[src/rtl/t05_hist_pkg.sv]
// Shared definitions for the histogram reader: scan FSM encoding, table
// geometry, and the end-of-file symbol shared with the histogram builder.
package t05_hist_pkg;

  localparam int HIST_ADDR_W = 8;
  localparam int HIST_DATA_W = 32;
  localparam int HIST_DEPTH  = 256;

  // End-of-file marker symbol; the builder counts it like any other byte.
  localparam logic [HIST_ADDR_W-1:0] HIST_EOF_CHAR = 8'h1A;

  typedef enum logic [2:0] {
    ST_IDLE  = 3'd0,
    ST_REQ   = 3'd1,
    ST_EVAL  = 3'd2,
    ST_OUT   = 3'd3,
    ST_CLEAR = 3'd4,
    ST_ADV   = 3'd5,
    ST_FIN   = 3'd6
  } hist_rd_state_t;

endpackage

[src/rtl/t05_hist_reader.sv]
// Histogram reader: walks every SRAM entry in ascending order, emits one
// (symbol, frequency) beat per nonzero entry on a valid/ready stream, and
// checks that the emitted frequencies add up to the builder's byte total.
// Build option: define T05_HIST_CLEAR_EN to zero each nonzero entry after
// its beat is accepted, leaving the SRAM ready for the next file.
module t05_hist_reader
  import t05_hist_pkg::*;
#(
  parameter int ADDR_W = HIST_ADDR_W,
  parameter int DATA_W = HIST_DATA_W
) (
  input  logic              clk,
  input  logic              rst,
  input  logic              start,
  input  logic [DATA_W-1:0] total_i,
  output logic              sram_req,
  output logic              sram_wr,
  output logic [ADDR_W-1:0] sram_addr,
  output logic [DATA_W-1:0] sram_wdata,
  input  logic [DATA_W-1:0] sram_rdata,
  input  logic              sram_ack,
  output logic              sym_valid,
  input  logic              sym_ready,
  output logic [ADDR_W-1:0] sym_char,
  output logic [DATA_W-1:0] sym_freq,
  output logic              busy,
  output logic              done,
  output logic [ADDR_W:0]   nonzero_cnt,
  output logic              sum_err
);

  localparam logic [ADDR_W-1:0] LAST_ADDR = '1;

  hist_rd_state_t    r_state;
  hist_rd_state_t    w_state_next;
  logic [ADDR_W-1:0] r_addr;
  logic [DATA_W-1:0] r_freq;
  logic [DATA_W-1:0] r_sum;
  logic [ADDR_W:0]   r_nonzero_cnt;
  logic              r_sum_err;
  logic              w_last;

  assign w_last = (r_addr == LAST_ADDR);

  // Next-state logic for the scan sequencer.
  always_comb begin
    w_state_next = r_state;
    case (r_state)
      ST_IDLE: if (start) w_state_next = ST_REQ;
      ST_REQ:  if (sram_ack) w_state_next = ST_EVAL;
      ST_EVAL: w_state_next = (r_freq == '0) ? ST_ADV : ST_OUT;
`ifdef T05_HIST_CLEAR_EN
      ST_OUT:   if (sym_ready) w_state_next = ST_CLEAR;
      ST_CLEAR: if (sram_ack) w_state_next = ST_ADV;
`else
      ST_OUT:   if (sym_ready) w_state_next = ST_ADV;
`endif
      ST_ADV:  w_state_next = w_last ? ST_FIN : ST_REQ;
      ST_FIN:  w_state_next = ST_IDLE;
      default: w_state_next = ST_IDLE;
    endcase
  end

  // State register; reset aborts any scan at once.
  always_ff @(posedge clk or posedge rst) begin
    if (rst) r_state <= ST_IDLE;
    else     r_state <= w_state_next;
  end

  // Address, read data, running sum and end-of-scan status.
  always_ff @(posedge clk or posedge rst) begin
    if (rst) begin
      r_addr        <= '0;
      r_freq        <= '0;
      r_sum         <= '0;
      r_nonzero_cnt <= '0;
      r_sum_err     <= 1'b0;
    end else begin
      case (r_state)
        ST_IDLE: begin
          if (start) begin
            r_addr        <= '0;
            r_sum         <= '0;
            r_nonzero_cnt <= '0;
            r_sum_err     <= 1'b0;
          end
        end
        ST_REQ: begin
          if (sram_ack) r_freq <= sram_rdata;
        end
        ST_OUT: begin
          // Sum wraps modulo 2^DATA_W, matching the builder's total counter.
          if (sym_ready) begin
            r_sum         <= r_sum + r_freq;
            r_nonzero_cnt <= r_nonzero_cnt + (ADDR_W+1)'(1);
          end
        end
        ST_ADV: begin
          // The final entry goes to FIN instead, so addr never wraps mid-scan.
          if (!w_last) r_addr <= r_addr + ADDR_W'(1);
        end
        ST_FIN: begin
          r_sum_err <= (r_sum != total_i);
        end
        default: ;
      endcase
    end
  end

  // Moore outputs decoded from the state; all fall to 0 on reset.
`ifdef T05_HIST_CLEAR_EN
  assign sram_req = (r_state == ST_REQ) || (r_state == ST_CLEAR);
  assign sram_wr  = (r_state == ST_CLEAR);
`else
  assign sram_req = (r_state == ST_REQ);
  assign sram_wr  = 1'b0;
`endif
  assign sram_addr   = r_addr;
  assign sram_wdata  = '0;
  assign sym_valid   = (r_state == ST_OUT);
  assign sym_char    = r_addr;
  assign sym_freq    = r_freq;
  assign busy        = (r_state != ST_IDLE);
  assign done        = (r_state == ST_FIN);
  assign nonzero_cnt = r_nonzero_cnt;
  assign sum_err     = r_sum_err;

endmodule
[config.mk]
export PLATFORM = sky130hd
export DESIGN_NAME = t05_hist_reader
export DESIGN_NICKNAME = d
export VERILOG_FILES = /design/src/rtl/t05_hist_pkg.sv /design/src/rtl/t05_hist_reader.sv
export SDC_FILE = /design/constraint.sdc
export NUM_CORES = 1
export LEC_CHECK = 0
export BUFFER_PORTS_ARGS = -buffer_cell sky130_fd_sc_hd__buf_4
export CAP_MARGIN = 20
export CORE_ASPECT_RATIO = 1.2
export CORE_MARGIN = 5
export CORE_UTILIZATION = 48
export DETAILED_ROUTE_END_ITERATION = 12
export PLACE_DENSITY = 0.83
export SETUP_SLACK_MARGIN = 0.05
export SYNTH_ARGS = -nofsm -noshare
export SYNTH_HDL_FRONTEND = slang
export SYNTH_SLANG_ARGS = --single-unit
[constraint.sdc]
create_clock -name clk -period 2.69 [get_ports clk]
set_clock_uncertainty 0.1 [all_clocks]
set_input_delay 0.1345 -clock clk [delete_from_list [all_inputs] [get_ports clk]]
set_output_delay 0.1345 -clock clk [all_outputs]
set_load 0.005 [all_outputs]
### Word level (Yosys, flattened, before mapping)

Cells that the tools add are included.

* $add $sub $neg: 3
* mux-type cells: 17
* eq/ne operators: 11
* reduce and logical (&&, ||, !) cells: 11

Operators with widths (count)
* 32-bit two-way mux: 2
* 32-bit case mux with 2 select lines: 1
* 32-bit adder: 1
* 32-bit zero test: 1
* 32-bit inequality test: 1
* 9-bit two-way mux: 2
* 9-bit case mux with 2 select lines: 1
* 8-bit two-way mux: 2
* 8-bit case mux with 2 select lines: 1
* 3-bit two-way mux: 5
* 3-bit case mux with 5 select lines: 1
* 9-bit by 1-bit adder with 9-bit output, second input constant: 1
* 3-bit AND reduction: 3
* 8-bit by 1-bit adder with 8-bit output, second input constant: 1
* 8-bit == test, second input constant: 1
* 3-bit by 2-bit == test with 1-bit output, second input constant: 2
* 3-bit == test, second input constant: 2
* 2-bit nonzero test: 3
* 2-bit by 1-bit inequality test with 1-bit output, second input constant: 2
* 2-bit inequality test, second input constant: 2
* 2-bit AND reduction: 2
* 3-bit by 1-bit == test with 1-bit output, second input constant: 1
* 3-bit zero test: 1
* 3-bit nonzero test: 1
* 2 further kinds: 2

* bits in registers: 85
* output and inout bits: 95
* input port bits: 69

### Depth between registers and ports, before layout

* depth in word-level cells: 3
* gate-level depth with buffers: 11
* depth with buffers taken out: 11

### Least setup slack after synthesis

No wires, ideal clock.

* kind: flip-flop to flip-flop
* start: reg r_freq[0], in the netlist sym_freq[0]
* end: reg r_sum[20]
* setup slack: -0.008 ns
* clock period less this slack: 2.698 ns
* setup time: 0.069 ns
* stages on the path, launching flop included: 12
* arrival time: 2.529 ns
* data required time: 2.521 ns
* path through: dfrtp_1 -> ha_1 -> inv_1 -> fa_1 -> and2b_1 -> o2111ai_2 -> a211oi_2 -> o211ai_2 -> a21oi_2 -> a21oi_2 -> or4b_1 -> nand3_1

* word-level cells in the longest chain between the ends: 3

Ends and longest elaborated chain
* start, declared: line t05_hist_reader.sv:37 `logic [DATA_W-1:0] r_freq;`
* start signal, assigned: line t05_hist_reader.sv:89 `if (sram_ack) r_freq <= sram_rdata;`
* 32-bit adder: line t05_hist_reader.sv:94 `r_sum <= r_sum + r_freq;`
* 32-bit two-way mux: line t05_hist_reader.sv:93 `if (sym_ready) begin`
* 32-bit case mux with 2 select lines: line t05_hist_reader.sv:79 `case (r_state)`
* end signal, assigned: line t05_hist_reader.sv:94
* end, declared: line t05_hist_reader.sv:38 `logic [DATA_W-1:0] r_sum;`

Every way passes these cells. The select of a mux whose other input is x is not followed.
A chain may end at the register's enable or synchronous reset.

### Final worst setup path

* start: reg r_sum[0]
* end: reg r_sum[30]

* word-level cells in the longest chain between the ends: 3

Ends and longest elaborated chain (line)
* 32-bit adder: t05_hist_reader.sv:94
* 32-bit two-way mux: t05_hist_reader.sv:93
* 32-bit case mux with 2 select lines: t05_hist_reader.sv:79

Every way passes these cells. The select of a mux whose other input is x is not followed.

==> metrics.md <==
| Metric | Value |
|---|---|
| Iter 0 DRT Violations | ~250 |
| Setup TNS | -0.258 ns |
| Clock latency on the worst-skew pair | 0.34 ns |
| Avg Inst Size Synth | 9.35 µm² |
| Vias | 5370 |
| # rows | 44 |
| Crit-path max FO | 3 |
| Placed insts | 910 |
| H-tree Lvls | 3 |
| Outcome | complete, but fails checks |
| Die width | around 110 µm |
| Min setup slack post-route | -0.114 ns |
| Leak | 3.60 nW |
| Worst reg2reg path depth | 12 |
| DPL Wire Length | roughly 12000 µm |
| Tmin final | 2.80 ns |
| HP Start | sram_ack |
| Share of cells above drive strength 1 | 32.0% |
| Grt total ovfl | 0 |
| Worst-margin pin slew | 0.692 ns |
| EDFF count, synth | 0 |
| Most frequent cells in the layout | buf_4 (170), dfrtp_1 (85), nand2_1 (54) |
| Die area | 14400 µm² |
| FF+latch count, synth | 85 |
| Final design utilization | between 60% and 70% |
| Largest net degree at the start of global routing | 33 |
| Routed len/inst | 17.5 µm |
| VDD IR max | 0.659 mV |
| Via density per instance | ~5.5 |
| Hold Crit Depth | 3 |
| DRT Wirelength | 17000 µm |
| Die height | 130 µm |
| Ant. Diodes | 0 |
| WP data required | 2.84 ns |
| Post-synthesis sequential area ratio | 36.7% |
| Internal reg-to-reg setup slack | -0.11 ns |
| Final hold vios | 0 |
| Worst hold path endpoint | r_state[0] |
| Gr usage total | a little under a quarter |
| WS Path Type | register to register |
| Distinct cells, synth | 66 |
| Filler-free cell count of the finished design | 968 |
| Worst Path Arrival | 2.95 ns |
| Synth warn | 0 |
| RSZ-0062 raised after global routing | true |
| Post-Syn Area | 5800 µm² |
| Critical Path End Type | register |
| Max frequency | 0.357 GHz |
| # nets final | around 910 |
| CORE AREA | 12000 µm² |
| Port bufs | 130 |
| Clk pin slew, worst setup/hold paths | 0.07 ns |
| Critical Path Start Type | register |
| First drt pass iteration count | 4 |
| Final-report setup violation count | 4 |
| Vias in the first global route | approximately 5400 |
| Worst r2r src | r_sum[0] |
| Gpl congestion | around 0.93 |
| Max clock buf depth | 2 |
| Synth Instances | 620 |
| Async set-reset flop share out of synthesis | 100% |
| Cell Pwr Density | 1160 nW/µm² |
| Critical R2R Capture | r_sum[30] |
| Initial antenna violation count | 0 |
| Cts bufs inserted | 9 |
| CTS tree | yes |
| Hold crit path type | primary input to register |
| Root buffer cell | clkbuf_16 |
| Most common cell after layout, fill and taps aside | buf_4 |
| Fin. max-slew vios | 0 |
| P&R area growth vs syn | 34.8% |
| IO Count | 164 |
| # DRC | 0 |
| Final worst path period share | 104% |
| Initial Utilization | 48.3% |
| Synth Flop Type | dfrtp_1 |
| First-pass GRT wire length | roughly 26000 µm |
| Max Cap Viol | 0 |
| Violated checks | negative setup slack |
| ANT nets after route | 0 |
| Slew margin rel. | 53.9% |
| Clock sink count | 85 |
==> report_power, final <==
group | internal [W] | switching, W | leakage [nW]
clock | 0.000660 | 0.000552 | 0.133
combinational | 0.00266 | 0.00269 | 2.37
sequential | 0.00178 | 0.000684 | 1.10
==> how the worst max path moves through the flow <==
| stage | startpoint | to | depth (start not counted) |
|---|---|---|---|
| after floorplan | sym_freq[0] | r_sum[20] | 11 |
| after global placement | r_sum[0] | r_sum[20] | 11 |
| after detailed placement | r_sum[0] | r_sum[30] | 12 |
| after CTS | r_sum[0] | r_sum[20] | 11 |
| after global routing | r_sum[0] | r_sum[20] | 11 |
| final | r_sum[0] | r_sum[30] | 12 |
==> worst max-delay path, cell delays in order (launching register included) <==
cell       delay (ns)
dfrtp_1          0.40
ha_2             0.21
inv_2            0.05
fa_2             0.19
and2b_1          0.20
o2111ai_2        0.22
a211oi_2         0.13
o211ai_2         0.23
a21oi_2          0.10
buf_4            0.16
o211a_1          0.22
o31a_1           0.24
o31ai_1          0.26
==> Yosys cell counts, drive strengths merged (2+ instances only) <==
cell     instances  share of area [%]
nor3b            2               0.26
nor3             9               0.86
nand2           55                3.6
inv             19                1.2
o2111ai          4               0.71
nor2            29                1.9
a21boi           2               0.26
and2             6               0.65
nand4           20                2.2
mux2            31                6.0
and3             6               0.65
xnor2           37                5.6
a21oi           39                3.7
a21o            11                1.4
a211oi           5               0.73
nor4            12                1.3
buf             49                6.0
o21a             5               0.65
dfrtp           85                 37
o22ai            3               0.32
xor2            25                3.8
o211ai           4               0.60
a31oi            3               0.32
o21bai           4               0.58
or2              3               0.32
ha              33                7.1
or3             11                1.2
clkbuf          16                1.0
o21ai           45                3.9
nand2b           4               0.43
o31ai            4               0.52
a22o             5               0.76
nor2b            2               0.22
nand3           10               0.86
a2111oi          2               0.41
a221oi           2               0.30
==> logic make-up after synthesis <==
kind of cell,after synthesis,synth area share [%]
buf+inv,84,8.28
compound gates,146,16.6
mux,32,6.19
fa+ha+maj,34,7.47
other cells,1,0.0647
simple gates,176,15.4
flops,85,36.7
xor+xnor,62,9.36
==> cell type report <==
type	count	area, µm²
clock buffers	11	243
clock inverters	5	41.3
fillers	978	4180
inverters	19	72.6
multi-input cells	483	3520
flip-flops and latches	85	2130
well taps	161	201
repair buffers	204	1620
==> through the flow <==
| step | power, W | setup slack [ns] | hold slack (ns) | cell area, µm² |
|---|---|---|---|---|
| floorplan | 0.00551 | 0.00881 | 0.124 | 5920 |
| global placement | 0.00708 | 0.00970 | -0.00255 | 6930 |
| detailed placement | 0.00720 | -0.0456 | 0.00150 | 6930 |
| CTS | 0.00854 | -0.0203 | 0.0310 | 7590 |
| global route | 0.00972 | -0.242 | 0.0636 | 7820 |
| finish | 0.00903 | -0.114 | 0.0367 | 7820 |
==> repair_timing <==
action                                 4_1_cts  5_1_grt
hold buffers                                34        0
pin swaps                                    6       17
gates resized for setup                      5       34
endpoints found under the hold margin       56        0
setup buffers                                1        7
setup endpoints to repair                   10       16
==> layer usage <==
metal / vias to the layer above / GRT usage [%] / share of wire [%] / wire (µm)
met3: 37 / 4.42 / 6.0 / 1010
met2: 186 / 41.9 / 52 / 8810
met1: 2627 / 28.0 / 40 / 6710
met4: 0 / 8.19 / 2.5 / 427
li1: 2520 / - / - / -
met5: - / 0 / 0 / 0
==> registers in the layout, indices dropped and copies added (netlist names) <==
register / cells
sum_err: 1
r_state: 3
sram_addr: 8
nonzero_cnt: 9
sym_freq: 32
r_sum: 32
Note: power is estimated with default switching activity, not from simulation.
